[config.mk]
export PLATFORM = sky130hd
export DESIGN_NAME = uart_tx_fifo_drain_flat
export DESIGN_NICKNAME = d
export VERILOG_FILES = /design/src/rtl/uart_tx_fifo_drain_pkg.sv /design/src/rtl/uart_tx_fifo_drain_if.sv /design/src/rtl/uart_tx_fifo_drain_baud_tick.sv /design/src/rtl/uart_tx_fifo_drain.sv /design/src/flat_wrapper.sv
export SDC_FILE = /design/constraint.sdc
export NUM_CORES = 1
export LEC_CHECK = 0
export CAP_MARGIN = 40
export CORE_MARGIN = 2
export CORE_UTILIZATION = 48
export DETAILED_ROUTE_END_ITERATION = 10
export PLACE_DENSITY_LB_ADDON = 0.1
export SYNTH_ARGS = -nofsm -noshare
export SYNTH_HDL_FRONTEND = slang
export SYNTH_SLANG_ARGS = --single-unit
[constraint.sdc]
create_clock -name iClk -period 2.1 [get_ports iClk]
set_input_delay 0.315 -clock iClk [delete_from_list [all_inputs] [get_ports iClk]]
set_output_delay 0.315 -clock iClk [all_outputs]
set_load 0.02 [all_outputs]
[src/rtl/uart_tx_fifo_drain_pkg.sv]
// Shared definitions for the FIFO-draining UART transmitter: state encoding,
// data width and the rounded baud divisor calculation.
package uart_tx_fifo_drain_pkg;

    localparam int DATA_W = 8;

    localparam logic [2:0] ST_IDLE_C  = 3'd0;
    localparam logic [2:0] ST_FETCH_C = 3'd1;
    localparam logic [2:0] ST_WAIT_C  = 3'd2;
    localparam logic [2:0] ST_START_C = 3'd3;
    localparam logic [2:0] ST_DATA_C  = 3'd4;
    localparam logic [2:0] ST_STOP_C  = 3'd5;

    typedef enum logic [2:0] {
        ST_IDLE  = ST_IDLE_C,
        ST_FETCH = ST_FETCH_C,
        ST_WAIT  = ST_WAIT_C,
        ST_START = ST_START_C,
        ST_DATA  = ST_DATA_C,
        ST_STOP  = ST_STOP_C
    } state_e;

    // Nearest-integer clocks per baud period.
    function automatic int calc_divisor(input int clk_freq, input int baud);
        return (clk_freq + baud / 2) / baud;
    endfunction

endpackage

[src/rtl/uart_tx_fifo_drain_if.sv]
// FIFO read-port handshake between the synchronous FIFO (slave) and the
// UART drain logic (master).
interface uart_tx_fifo_drain_if;

    logic                                        rd_en;
    logic                                        empty;
    logic [uart_tx_fifo_drain_pkg::DATA_W-1:0]   rd_data;

    modport master (output rd_en, input empty, input rd_data);
    modport slave  (input rd_en, output empty, output rd_data);

endinterface

[src/rtl/uart_tx_fifo_drain_baud_tick.sv]
// Free-running divisor counter with synchronous clear; tick is high while the
// count sits at divisor-1. Shared with the receive side.
module uart_baud_tick #(
    parameter  int pDivisor = 12,
    localparam int CNT_W    = $clog2(pDivisor)
) (
    input  logic             iClk,
    input  logic             iRst_n,
    input  logic             iClear,
    output logic             oTick,
    output logic [CNT_W-1:0] oCnt
);

    logic [CNT_W-1:0] cnt_q;

    // Count 0..divisor-1 and wrap; clear pins the count at zero.
    always_ff @(posedge iClk or negedge iRst_n) begin
        if (!iRst_n) begin
            cnt_q <= {CNT_W{1'b0}};
        end else if (iClear) begin
            cnt_q <= {CNT_W{1'b0}};
        end else if (cnt_q == CNT_W'(pDivisor - 1)) begin
            cnt_q <= {CNT_W{1'b0}};
        end else begin
            cnt_q <= cnt_q + {{(CNT_W-1){1'b0}}, 1'b1};
        end
    end

    assign oTick = (cnt_q == CNT_W'(pDivisor - 1));
    assign oCnt  = cnt_q;

endmodule

[src/rtl/uart_tx_fifo_drain.sv]
// Pops bytes from the synchronous FIFO (1-cycle read latency) and serialises
// each one as 8N1/8N2 UART on oTx.
module uart_tx_fifo_drain
    import uart_tx_fifo_drain_pkg::*;
#(
    parameter int pClkFreq  = 12000000,
    parameter int pBaud     = 115200,
    parameter int pStopBits = 1
) (
    input  logic                 iClk,
    input  logic                 iRst_n,
    input  logic                 iEnable,
    uart_tx_fifo_drain_if.master fifo,
    output logic                 oTx,
    output logic                 oBusy,
    output logic                 oByteDone
);

    localparam int DIVISOR = calc_divisor(pClkFreq, pBaud);
    localparam int CNT_W   = $clog2(DIVISOR);

    state_e              state_q;
    logic                tx_q;
    logic                rd_en_q;
    logic                busy_q;
    logic                done_q;
    logic [2:0]          bit_cnt_q;
    logic                stop_cnt_q;
    logic [DATA_W-1:0]   shift_q;

    logic                tick_s;
    logic                baud_clr_s;
    logic                stop_last_s;
    logic [CNT_W-1:0]    baud_cnt_s;

    assign baud_clr_s  = (state_q == ST_IDLE) || (state_q == ST_FETCH) || (state_q == ST_WAIT);
    assign stop_last_s = (stop_cnt_q == 1'(pStopBits - 1));

    uart_baud_tick #(.pDivisor(DIVISOR)) u_baud (
        .iClk   (iClk),
        .iRst_n (iRst_n),
        .iClear (baud_clr_s),
        .oTick  (tick_s),
        .oCnt   (baud_cnt_s)
    );

    // Frame sequencer; every output is a register updated alongside the state.
    always_ff @(posedge iClk or negedge iRst_n) begin
        if (!iRst_n) begin
            state_q    <= ST_IDLE;
            tx_q       <= 1'b1;
            rd_en_q    <= 1'b0;
            busy_q     <= 1'b0;
            done_q     <= 1'b0;
            bit_cnt_q  <= 3'd0;
            stop_cnt_q <= 1'b0;
            shift_q    <= {DATA_W{1'b0}};
        end else begin
            rd_en_q <= 1'b0;
            done_q  <= 1'b0;
            case (state_q)
                ST_IDLE: begin
                    tx_q <= 1'b1;
                    // Empty is only trusted here; the FIFO count has settled by now.
                    if (iEnable && !fifo.empty) begin
                        state_q <= ST_FETCH;
                        rd_en_q <= 1'b1;
                        busy_q  <= 1'b1;
                    end else begin
                        state_q <= ST_IDLE;
                        busy_q  <= 1'b0;
                    end
                end
                ST_FETCH: begin
                    state_q <= ST_WAIT;
                end
                ST_WAIT: begin
                    shift_q <= fifo.rd_data;
                    tx_q    <= 1'b0;
                    state_q <= ST_START;
                end
                ST_START: begin
                    if (tick_s) begin
                        tx_q      <= shift_q[0];
                        bit_cnt_q <= 3'd0;
                        state_q   <= ST_DATA;
                    end
                end
                ST_DATA: begin
                    if (tick_s) begin
                        shift_q   <= shift_q >> 1;
                        bit_cnt_q <= bit_cnt_q + 3'd1;
                        if (bit_cnt_q == 3'd7) begin
                            tx_q       <= 1'b1;
                            stop_cnt_q <= 1'b0;
                            state_q    <= ST_STOP;
                        end else begin
                            tx_q <= shift_q[1];
                        end
                    end
                end
                ST_STOP: begin
                    // Raised one count early so the pulse lands in the final stop clock.
                    if (stop_last_s && (baud_cnt_s == CNT_W'(DIVISOR - 2))) begin
                        done_q <= 1'b1;
                    end
                    if (tick_s) begin
                        if (stop_last_s) begin
                            state_q    <= ST_IDLE;
                            busy_q     <= 1'b0;
                            stop_cnt_q <= 1'b0;
                        end else begin
                            stop_cnt_q <= stop_cnt_q + 1'b1;
                        end
                    end
                end
                default: begin
                    state_q <= ST_IDLE;
                    tx_q    <= 1'b1;
                    busy_q  <= 1'b0;
                end
            endcase
        end
    end

    assign fifo.rd_en = rd_en_q;
    assign oTx        = tx_q;
    assign oBusy      = busy_q;
    assign oByteDone  = done_q;

endmodule

[src/flat_wrapper.sv]
// flat-port wrapper written by rule: the top's interface ports become plain ports
module uart_tx_fifo_drain_flat import uart_tx_fifo_drain_pkg::*;
#(
    parameter int pClkFreq  = 12000000,
    parameter int pBaud     = 115200,
    parameter int pStopBits = 1
)
  (iClk, iRst_n, iEnable, oTx, oBusy, oByteDone, fifo_rd_en, fifo_empty, fifo_rd_data);
  uart_tx_fifo_drain_if fifo_i ();
  input  logic iClk;
  input  logic iRst_n;
  input  logic iEnable;
  output logic oTx;
  output logic oBusy;
  output logic oByteDone;
  output wire logic [$bits(fifo_i.rd_en)-1:0] fifo_rd_en;
  input wire logic [$bits(fifo_i.empty)-1:0] fifo_empty;
  input wire logic [$bits(fifo_i.rd_data)-1:0] fifo_rd_data;
  assign fifo_rd_en = fifo_i.rd_en;
  assign fifo_i.empty = fifo_empty;
  assign fifo_i.rd_data = fifo_rd_data;
  uart_tx_fifo_drain #(.pClkFreq(pClkFreq), .pBaud(pBaud), .pStopBits(pStopBits)) u_core (.iClk(iClk), .iRst_n(iRst_n), .iEnable(iEnable), .fifo(fifo_i), .oTx(oTx), .oBusy(oBusy), .oByteDone(oByteDone));
endmodule
==> results.txt <==
Run status = completed
Clk buf depth = 2
Seq/Total Area, Yosys = 49.6%
FP Rows = 18
CTS resizes = 0
Worst slew pin tran = 543 ps
Grt met3 use = 2.58%
Core region area = 2480 um2
Critical Path Max Stage Delay = 420 ps
Remaining antenna violation count = 0
Pleak = 0.641 nW
Die Width = 55.3 um
Met2 Resource Use GR = 28.7%
Critical Path AT = 1990 ps
Mapped Area = 1260 um2
Main flop type after synthesis = dfrtp_1
Worst-path clk slew = 130 ps
Syn nets = 139
Clk network pwr share = 13.3%
Most frequent cells in the layout = 24 x dfrtp_1, 20 x nor2_1, 15 x clkdlybuf4s50_1
Combinational power share = 35.1%
Mapped Cells = 123
Critical Path Fanout Max = 6
Final Hold Fails = 0
Sw Pwr = 574 uW
Hold WS = 352 ps
Via count = 970
Synth cell types = 37
Drt pass-1 iters = 4
Die area = 3060 um2
Gr ovfl total = 0
Slew Limit Fails = 0
DRT Wirelength = 2.40 mm
Initial Util = 51.0%
Non-Filler Instances = 170
Worst Setup End Kind = register
Postcts setup bufs = 0
Synth warn = 0
Avg Inst Size Synth = 10.3 um2
Drt via density = 5.71
Layout cells sized above 1 = 8.57%
Seq cells post-synth = 25
Worst path slowest cell = nor4_4
IO Pins = 16
FFs w/ async S/R, synth = 100%
Critical-path cell list = ha_1 -> nand3_1 -> nor4_4 -> mux2i_1 -> a21oi_1
Worst Hold Class = input port to async pin
Global routing's busiest layer = met2
Pre-CTS setup slack = 317 ps
# hold bufs at CTS = 0
Post-layout total power = 1.58 mW
Critical Path Start Type = register
Sw Share = 36.3%
Latest clock arrival within the worst-skew pair = 310 ps
# DRC = 0
P_int = 1.01 mW
M1 GR Usage = 23.5%
Commonest non-fill, non-tap cell in the layout = dfrtp_1
Largest net degree at the start of global routing = 26
Sink Count = 25
TritonCTS clock tree = built
Reg power frac = 51.6%
Placed Cells = 166
Buf/Inv on CP = 0
Post-DP HPWL = 1.73 mm
Total track usage = 17.4%
VDD IR-drop max = 0.766 mV
Power Density = 1080 nW/um2
Max-cap violations = 0
Fmax = 558 MHz
GP Congestion = 0.794
Period utilization = 85.4%
Max_slew headroom = 63.8%
Iter 0 DRT Violations = 19
Num CTS Buffers = 3
Area delta synth->final = 16.2%
Clock Skew = 6.65 ps
RSZ-0062 raised after global routing = no
Finish-stage setup viols = 0
First-pass GRT wire length = 4.33 mm
Post-synth EDFFs = 0
Nets = 157
Setup TNS = 0 ps
Required @ worst endpoint = 2300 ps
CTS root buf = clkbuf_4
Chip height = 55.3 um
WL/cell = 14.1 um
Final min period = 1790 ps
H-Tree Level Count = 1
CP top delay family = simple AND/OR/NAND/NOR gates
CP Class = register to register
Worst Slack Setup Final = 307 ps
PortBufs = 15
Vias in the first global route = 953
Initial antenna violation count = 0
Diode count = 0
## cells in the mapped netlist, types with 2 or more instances
| cell | count | area share [%] |
|---|---|---|
| nand4_1 | 2 | 0.99 |
| inv_1 | 4 | 1.2 |
| and3_1 | 5 | 2.5 |
| nor3_1 | 4 | 1.6 |
| dfrtp_1 | 24 | 48 |
| mux2i_1 | 2 | 1.6 |
| nor2b_1 | 3 | 1.5 |
| nor2_1 | 20 | 5.9 |
| nand3_1 | 5 | 2.0 |
| a21oi_1 | 5 | 2.0 |
| a31oi_1 | 2 | 0.99 |
| o22ai_1 | 9 | 4.5 |
| xor2_1 | 2 | 1.4 |
| nor3b_1 | 2 | 1.2 |
| clkbuf_1 | 2 | 0.59 |
| ha_1 | 4 | 4.0 |
| o21ai_0 | 7 | 2.8 |
| xnor2_1 | 2 | 1.4 |
## final timing paths
| check | startpoint | end | slack [ps] | depth (start not counted) |
|---|---|---|---|---|
| max in group asynchronous | iRst_n | u_core.oTx$_DFFE_PN1P_ | 1450 | 2 |
| worst max-delay path | u_core.u_baud.oCnt[0]$_DFF_PN0_ | u_core.bit_cnt_q[0]$_DFFE_PN0P_ | 310 | 5 |
| worst max register to register | u_core.u_baud.oCnt[0]$_DFF_PN0_ | u_core.bit_cnt_q[0]$_DFFE_PN0P_ | 310 | 5 |
| worst min register to register | u_core.u_baud.oCnt[0]$_DFF_PN0_ | u_core.u_baud.oCnt[0]$_DFF_PN0_ | 520 | 1 |
| min in group iClk | u_core.u_baud.oCnt[0]$_DFF_PN0_ | u_core.u_baud.oCnt[0]$_DFF_PN0_ | 520 | 1 |
| worst min-delay path | iRst_n | u_core.state_q[2]$_DFFE_PN0P_ | 350 | 2 |
## flip-flops by register name, summed over array words and instances, names as in the netlist
| signal | flops |
|---|---|
| u_core.state_q | 3 |
| u_core.oTx | 1 |
| u_core.u_baud.oCnt | 7 |
| u_core.shift_q | 8 |
| u_core.bit_cnt_q | 3 |
| u_core.oByteDone | 1 |
| u_core.oBusy | 1 |
| u_core.fifo.rd_en | 1 |
## power by group through the flow
stage               clock network, mW  registers, mW  logic [mW]
global placement                    0          0.812       0.543
CTS                             0.222          0.813       0.560
floorplan                           0          0.792       0.432
global route                    0.247          0.842       0.633
finish                          0.210          0.816       0.554
detailed placement                  0          0.823       0.557
## cell type report
| class | count | area [um2] |
|---|---|---|
| Clock buffer | 4 | 26.3 |
| Fill cell | 227 | 1010 |
| Inverter | 4 | 15.0 |
| Sequential cell | 25 | 627 |
| Tap cell | 30 | 37.5 |
| Multi-Input combinational cell | 90 | 598 |
| Timing Repair Buffer | 17 | 165 |
## cell families after synthesis
logic type	count (synthesis)	share of synthesized area, %
flip-flops	25	49.6
XOR/XNOR	4	2.77
AO/OA/AOI/OAI	28	15.1
multiplexers	3	2.48
buffers and inverters	8	3.07
AND/OR/NAND/NOR	51	23.0
adder cells (fa/ha/maj)	4	3.96
## per-layer routing
layer | routed length, um | up-vias
li1 | - | 480
met1 | 1170 | 469
met2 | 1130 | 19
met3 | 83 | 2
met4 | 13 | 0
met5 | 0 | -
## stage by stage
step	cell area, um2	utilization, %
finish	1470	59.3
global route	1470	59.3
CTS	1470	59.3
detailed placement	1440	58.2
global placement	1440	58.2
floorplan	1260	-
Power figures use the tool's default switching activity.
